<file path="config.mk">
export PLATFORM = sky130hd
export DESIGN_NAME = mux_rr_stream
export DESIGN_NICKNAME = d
export VERILOG_FILES = /design/src/rtl/mux_rr_stream.sv
export SDC_FILE = /design/constraint.sdc
export NUM_CORES = 1
export LEC_CHECK = 0
export CAP_MARGIN = 20
export CORE_ASPECT_RATIO = 1.2
export CORE_MARGIN = 3
export CORE_UTILIZATION = 45
export CTS_CLUSTER_SIZE = 12
export DETAILED_ROUTE_END_ITERATION = 7
export HOLD_SLACK_MARGIN = 0.08
export PLACE_DENSITY = 0.82
export SLEW_MARGIN = 20
export SYNTH_ARGS = -nofsm -noshare
export SYNTH_HDL_FRONTEND = slang
export SYNTH_SLANG_ARGS = --single-unit
</file>
<file path="constraint.sdc">
create_clock -name clk -period 6.1 [get_ports clk]
set_input_delay 1.22 -clock clk [delete_from_list [all_inputs] [get_ports clk]]
set_output_delay 1.22 -clock clk [all_outputs]
set_load 0.05 [all_outputs]
</file>
<file path="src/rtl/mux_rr_stream.sv">
// N-channel stream multiplexer with one registered output stage.
// Source is picked by a fixed select or round-robin among valid channels.
module mux_rr_stream #(
    parameter int unsigned WIDTH = 8,
    parameter int unsigned NCH   = 4,
    localparam int unsigned SELW = $clog2(NCH)
) (
    input  logic                 clk,
    input  logic                 rst_n,
    input  logic [NCH*WIDTH-1:0] in_data,
    input  logic [NCH-1:0]       in_valid,
    output logic [NCH-1:0]       in_ready,
    input  logic                 mode,
    input  logic [SELW-1:0]      sel,
    output logic [WIDTH-1:0]     out_data,
    output logic                 out_valid,
    input  logic                 out_ready,
    output logic [SELW-1:0]      out_ch,
    output logic [15:0]          xfer_cnt
);

    // One extra bit so ptr + offset never overflows before the modulo fold.
    localparam int unsigned CW   = SELW + 1;
    localparam int unsigned CNTW = 16;

    typedef enum logic {
        EMPTY = 1'b0,
        FULL  = 1'b1
    } state_t;

    state_t            state;
    state_t            state_nxt;
    logic [SELW-1:0]   ptr;
    logic [SELW-1:0]   ptr_nxt;
    logic [SELW-1:0]   rr_grant;
    logic              rr_found;
    logic [CW-1:0]     idx;
    logic [SELW-1:0]   grant;
    logic              grant_ok;
    logic              load_en;
    logic              in_xfer;
    logic              out_xfer;
    logic [WIDTH-1:0]  ch_data [NCH];

    // Unpack the flat input bus into per-channel words.
    for (genvar i = 0; i < NCH; i++) begin : g_unpack
        assign ch_data[i] = in_data[i*WIDTH +: WIDTH];
    end

    // Round-robin search: first valid channel starting at ptr, wrapping mod NCH.
    always_comb begin
        rr_grant = '0;
        rr_found = 1'b0;
        idx      = '0;
        for (int unsigned k = 0; k < NCH; k++) begin
            idx = CW'(ptr) + CW'(k);
            if (idx >= CW'(NCH)) begin
                idx = idx - CW'(NCH);
            end
            if (!rr_found && in_valid[idx[SELW-1:0]]) begin
                rr_found = 1'b1;
                rr_grant = idx[SELW-1:0];
            end
        end
    end

    // Grant selection, per-channel ready and transfer strobes.
    always_comb begin
        grant    = '0;
        grant_ok = 1'b0;
        in_ready = '0;
        if (mode) begin
            grant    = rr_grant;
            grant_ok = |in_valid;
        end else begin
            grant    = sel;
            grant_ok = (CW'(sel) < CW'(NCH));
        end
        load_en = (state == EMPTY) || out_ready;
        if (load_en && grant_ok && rst_n) begin
            in_ready[grant] = 1'b1;
        end
        in_xfer  = |(in_ready & in_valid);
        out_xfer = (state == FULL) && out_ready;
        ptr_nxt  = (grant == SELW'(NCH - 1)) ? '0 : grant + SELW'(1);
    end

    // Output-register occupancy: next-state logic.
    always_comb begin
        state_nxt = state;
        case (state)
            EMPTY: if (in_xfer) state_nxt = FULL;
            FULL:  if (out_xfer && !in_xfer) state_nxt = EMPTY;
        endcase
    end

    // Occupancy state register.
    always_ff @(posedge clk or negedge rst_n) begin
        if (!rst_n) begin
            state <= EMPTY;
        end else begin
            state <= state_nxt;
        end
    end

    assign out_valid = (state == FULL);

    // Capture the granted word and advance the round-robin pointer.
    always_ff @(posedge clk or negedge rst_n) begin
        if (!rst_n) begin
            out_data <= '0;
            out_ch   <= '0;
            ptr      <= '0;
        end else if (in_xfer) begin
            out_data <= ch_data[grant];
            out_ch   <= grant;
            ptr      <= ptr_nxt;
        end
    end

    // Count output transfers, wrapping naturally at 16 bits.
    always_ff @(posedge clk or negedge rst_n) begin
        if (!rst_n) begin
            xfer_cnt <= '0;
        end else if (out_xfer) begin
            xfer_cnt <= xfer_cnt + CNTW'(1);
        end
    end

endmodule
</file>
* Yosys cells after proc, flatten, opt, wreduce, memory -nomap -nowiden
Index checks and enable logic that the tools add are counted.
** Storage, ports and cells
- Output and inout bits :: 31
- Bits in registers :: 29
- Word-level logic and storage cells :: 75
- Input bits :: 42
** Cells by class
- Add/subtract/negate cells :: 9
- Bitwise gates (word level) :: 3
- Multiplexer cells :: 31
- Magnitude comparators :: 11
- Equal/unequal tests :: 1
- Reduce and logical (&&, ||, !) cells :: 15
** Operators by type and width (number)
- $mux W2 :: 10
- $add A16 B1 Y16 const B :: 1
- $bmux W8 S2 :: 1
- $mux W8 :: 2
- $lt A2 B3 Y1 const B :: 5
- $ge A3 B3 Y1 const B :: 4
- $mux W1 :: 11
- $bmux W1 S2 :: 4
- $logic_and A1 B1 Y1 :: 8
- $reduce_or A4 Y1 :: 2
- $sub A2 B1 Y2 const B :: 4
- $add A2 B2 Y3 const B :: 2
- $and A4 B4 Y4 :: 1
- $logic_not A1 Y1 :: 4
- $mux W4 :: 1
- $add A2 B1 Y3 const B :: 1
- $ge A2 B3 Y1 const B :: 1
- $not A2 Y3 :: 1
- $add A2 B1 Y2 const B :: 1
- $demux W1 S2 :: 1
- $eq A2 B2 Y1 const B :: 1
- $ge A2 B1 Y1 const B :: 1
- $pmux W1 S2 :: 1
- $logic_or A1 B1 Y1 :: 1
- $not A1 Y1 :: 1

* Depth between registers and ports, before layout
- Depth after elaboration :: 26
- Depth in mapped cells :: 10
- Mapped depth without buffers :: 9

* Worst setup path after synthesis
OpenSTA, ideal clock, no wires.
- Path type :: input port to output port
- Start point :: input port in_valid[3]
- End point :: output port in_ready[1]
- Cell stages on the path :: 6
- Arrival time :: 3363 ps
- Path slack :: 1517 ps
- Data required time :: 4880 ps
- Path buffers :: 2
- Cells stage by stage :: and2b_2 -> a31oi_1 -> and3_2 -> clkbuf_8 -> buf_2 -> nor3b_1
** On the way
- Word-level cells in the longest chain between the ends :: 18
- Elaborated cells on any way between the ends :: 32
- Classes of those cells :: order compare (2); mux (20); reduce/logical (10)
** Ends and longest elaborated chain
- from (decl) :: RTL line 11 : input logic [NCH-1:0] in_valid,
- $bmux W1 S2 :: RTL line 60 : if (!rr_found && in_valid[idx[SELW-1:0]]) begin
- $mux W1 (not written as such) :: RTL line 60
- $mux W1 :: RTL line 60
- $logic_not A1 Y1 :: RTL line 60
- $logic_and A1 B1 Y1 :: RTL line 60
- $mux W1 :: RTL line 60
- $logic_not A1 Y1 :: RTL line 60
- $logic_and A1 B1 Y1 :: RTL line 60
- (+2 left out)
- $logic_and A1 B1 Y1 :: RTL line 60
- $mux W2 :: RTL line 60
- $mux W2 :: RTL line 72 : if (mode) begin
- $lt A2 B3 Y1 (not written as such) or $ge A2 B1 Y1 (tied branches) :: RTL line 81 : in_ready[grant] = 1'b1;
- $logic_and A1 B1 Y1 (not written as such) :: RTL line 81
- $mux W1 (not written as such) :: RTL line 81
- $demux W1 S2 :: RTL line 81
- $mux W4 (*) :: RTL line 80 : if (load_en && grant_ok && rst_n) begin
- to (decl) :: RTL line 12 : output logic [NCH-1:0] in_ready,
Mark *: on every way between the ends. The rest lies on a longest branch, timed or not. The select of a mux whose other input is x is not followed.

* Worst setup path after layout
- Start point :: input port in_valid[3]
- End point :: output port in_ready[3]
Same word-level chain as after synthesis.

==> flow_summary.toml <==
[clock_network]
cts-root-buf = "clkbuf_8"
clockBufferDepth = 2
numCtsBuffers = 5
clkLatencyLatePin_ns = 0.28
ctsHoldBuffers = 0
htreeDepth = 2
clkSinkCount = 29
clkTransAtPathRegs_ns = 0.06
post_cts_resized = 0
cts_tree = "built"
post_cts_buffers = 0

[sta]
holdWs_ns = 0.473
setup_viol = 0
finalCriticalPeriod_ns = 5.35
fin_setup_tns_ns = 0
relSlewSlack = 0.588
fin_skew_ns = 0.00711
drv_slew = 0
fmax_ghz = 0.187
tightest_slew_ns = 0.618
period_share = 0.877
rsz0062_at_grt = "false"
finalHoldViolCount = 0

[synthesis]
synth_area_per_cell_um2 = 11.2
netlist.top_cell.by_area = "dfrtp_1"
synth_area_mm2 = 0.00175
ys_warn_count = 0
yosysSeqAreaShare = 0.414
yosysUniqueCellTypes = 43
synth-seq-cells = 29
syn-instance-count = 157
synth_flop_cell = "dfrtp_1"
synth_edf_count = 0
synthTopCellsByArea = "dfrtp_1 41%, mux2i_1 14%, mux2_4 6.0%"
yosys.area.top_type_share = 0.414
yosysMostFrequentCell = "dfrtp_1"
synthTopCellsByCount = "29 x dfrtp_1, 25 x mux2i_1, 12 x nand2_1, 12 x xnor2_1, 9 x nor2_1"
async_flop_share = 1.00
synth_nets = 201

[min_path]
min_path_cells = 1
min_from = "xfer_cnt[15]$_DFFE_PN0P_"
hold_path.class = "flip-flop to flip-flop"
whs_endpoint = "xfer_cnt[15]$_DFFE_PN0P_"

[worst_setup_path]
startpoint_type = "input port"
path_class = "input port to output pin"
ff2ff_setup_slack_ns = 2.96
cp_data_arrival_time_ns = 4.13
required_ns = 4.88
cp-end-kind = "output pin"
crit_fanout = 25
r2r_cells = 8
r2r_end = "out_data[6]$_DFFE_PN0P_"
reg2reg_from = "ptr[1]$_DFFE_PN0P_"

[floorplanning]
die-area_mm2 = 0.00468
placementRows = 24
ios = 73
die-height_um = 74.3
initial_core_util = 0.474
die_w_um = 63.0
fp.coreArea_mm2 = 0.00369

[global_routing]
grt_max_degree = 31
grt_remaining_overflow = 0
grt_pass1_wl_mm = 6.85
grt_pass1_vias = 1432
grtUsageTotal = 0.187
antenna_found_initial = 0

[run]
maxCapViolCount = 0

[placement]
globalplace.congestion = 0.946
dpl.hpwl_mm = 3.33
portBuffers = 72

[final_layout]
area_delta_synth_final_pct = 48.2
drive_gt1_frac = 0.136
num_antenna_cells = 0
layout.nets = 278
fill_cells = 303

[drt]
drtAntennaViolNets = 0
dr.pass1.iters = 4
wl_met1_mm = 1.79
wl_per_cell_um = 14.9
vias = 1463
finalWirelength_mm = 4.28
dr_wl_met2_mm = 2.20
wl_met3_um = 232
drc = 0
top_layer = "met4"
drt_iter0_drc = 62
via_per_inst = 5.10

[power_and_ir_drop]
ir_drop_mv = 0.318
p_leak_nw = 1.16
cellPowerDensity_mw_per_mm2 = 393

[outcome]
status = "finished, final reports clean"
[critical path, stage by stage]
cell	delay [ns]
clkdlybuf4s50_1	0.56
and2b_2	0.25
a31oi_1	0.25
and3_2	0.64
ha_1	0.27
inv_1	0.04
nor2_1	0.09
clkdlybuf4s50_1	0.80
[layout by cell type (no fill, tap or decap), types with 2 or more instances in the layout]
| master | instances |
|---|---|
| nand4_1 | 4 |
| clkinv_2 | 2 |
| nand3_1 | 5 |
| nor3_1 | 4 |
| mux2i_1 | 25 |
| o21ai_0 | 2 |
| dfrtp_1 | 29 |
| xor2_1 | 3 |
| ha_1 | 2 |
| xnor2_1 | 12 |
| and3_1 | 2 |
| buf_4 | 3 |
| a31oi_1 | 2 |
| nand2_1 | 12 |
| nor2_1 | 9 |
| inv_1 | 6 |
| mux2_4 | 7 |
| clkdlybuf4s50_1 | 72 |
| and3_2 | 2 |
| clkbuf_8 | 5 |
| mux2_2 | 3 |
[flip-flops by register name, summed over array words and instances (netlist names)]
register / count
ptr: 2
xfer_cnt: 16
out_ch: 2
out_data: 8
out_valid: 1
[cells by family after synthesis]
kind of cell | count (synthesis) | share of synthesized area
muxes | 35 | 0.222
and+or+nand+nor | 48 | 0.148
adders and majority gates | 2 | 0.0143
DFF | 29 | 0.414
xor gates and xnor gates | 15 | 0.0750
buffers and inverters | 11 | 0.0393
AOI/OAI and AO/OA | 17 | 0.0872
[cell type report]
| cell class | count | area (µm²) | share of cell area |
|---|---|---|---|
| Tap cell | 52 | 65.1 | 0.0251 |
| Clock inverter | 2 | 10.0 | 0.00386 |
| Inverter | 6 | 22.5 | 0.00867 |
| Clock buffer | 6 | 72.6 | 0.0280 |
| Timing Repair Buffer | 75 | 743 | 0.286 |
| Sequential cell | 29 | 726 | 0.280 |
| Multi-Input combinational cell | 117 | 957 | 0.369 |
[metal layers]
layer	GRT usage	vias up
met1	0.231	702
met4	0.0662	0
met2	0.311	36
met5	0	-
li1	-	719
met3	0.0619	6
[report_power, final]
group	switching (mW)	total, mW	internal, mW
Sequential	0.0510	0.302	0.251
Clock	0.0720	0.151	0.0788
Combinational	0.328	0.567	0.238
[how the worst max path moves through the flow]
stage	start	end	slack, ns
6_report	in_valid[3]	in_ready[3]	0.75
5_1_grt	in_valid[2]	in_ready[3]	0.52
4_1_cts	in_valid[3]	in_ready[3]	0.76
3_5_place_dp	in_valid[3]	in_ready[3]	0.78
3_3_place_gp	in_valid[3]	in_ready[3]	0.83
2_1_floorplan	in_valid[3]	in_ready[1]	1.52
[stage by stage]
stage	total power [mW]	instances	util	area [µm²]	worst slack, ns
finish	1.02	287	0.703	2600	0.753
detailed placement	0.875	279	0.681	2510	0.778
global route	1.07	287	0.703	2600	0.523
global placement	0.866	279	0.681	2510	0.828
CTS	1.03	287	0.703	2600	0.764
floorplan	0.693	157	-	1750	1.52
Note: power is estimated with default switching activity, not from simulation.
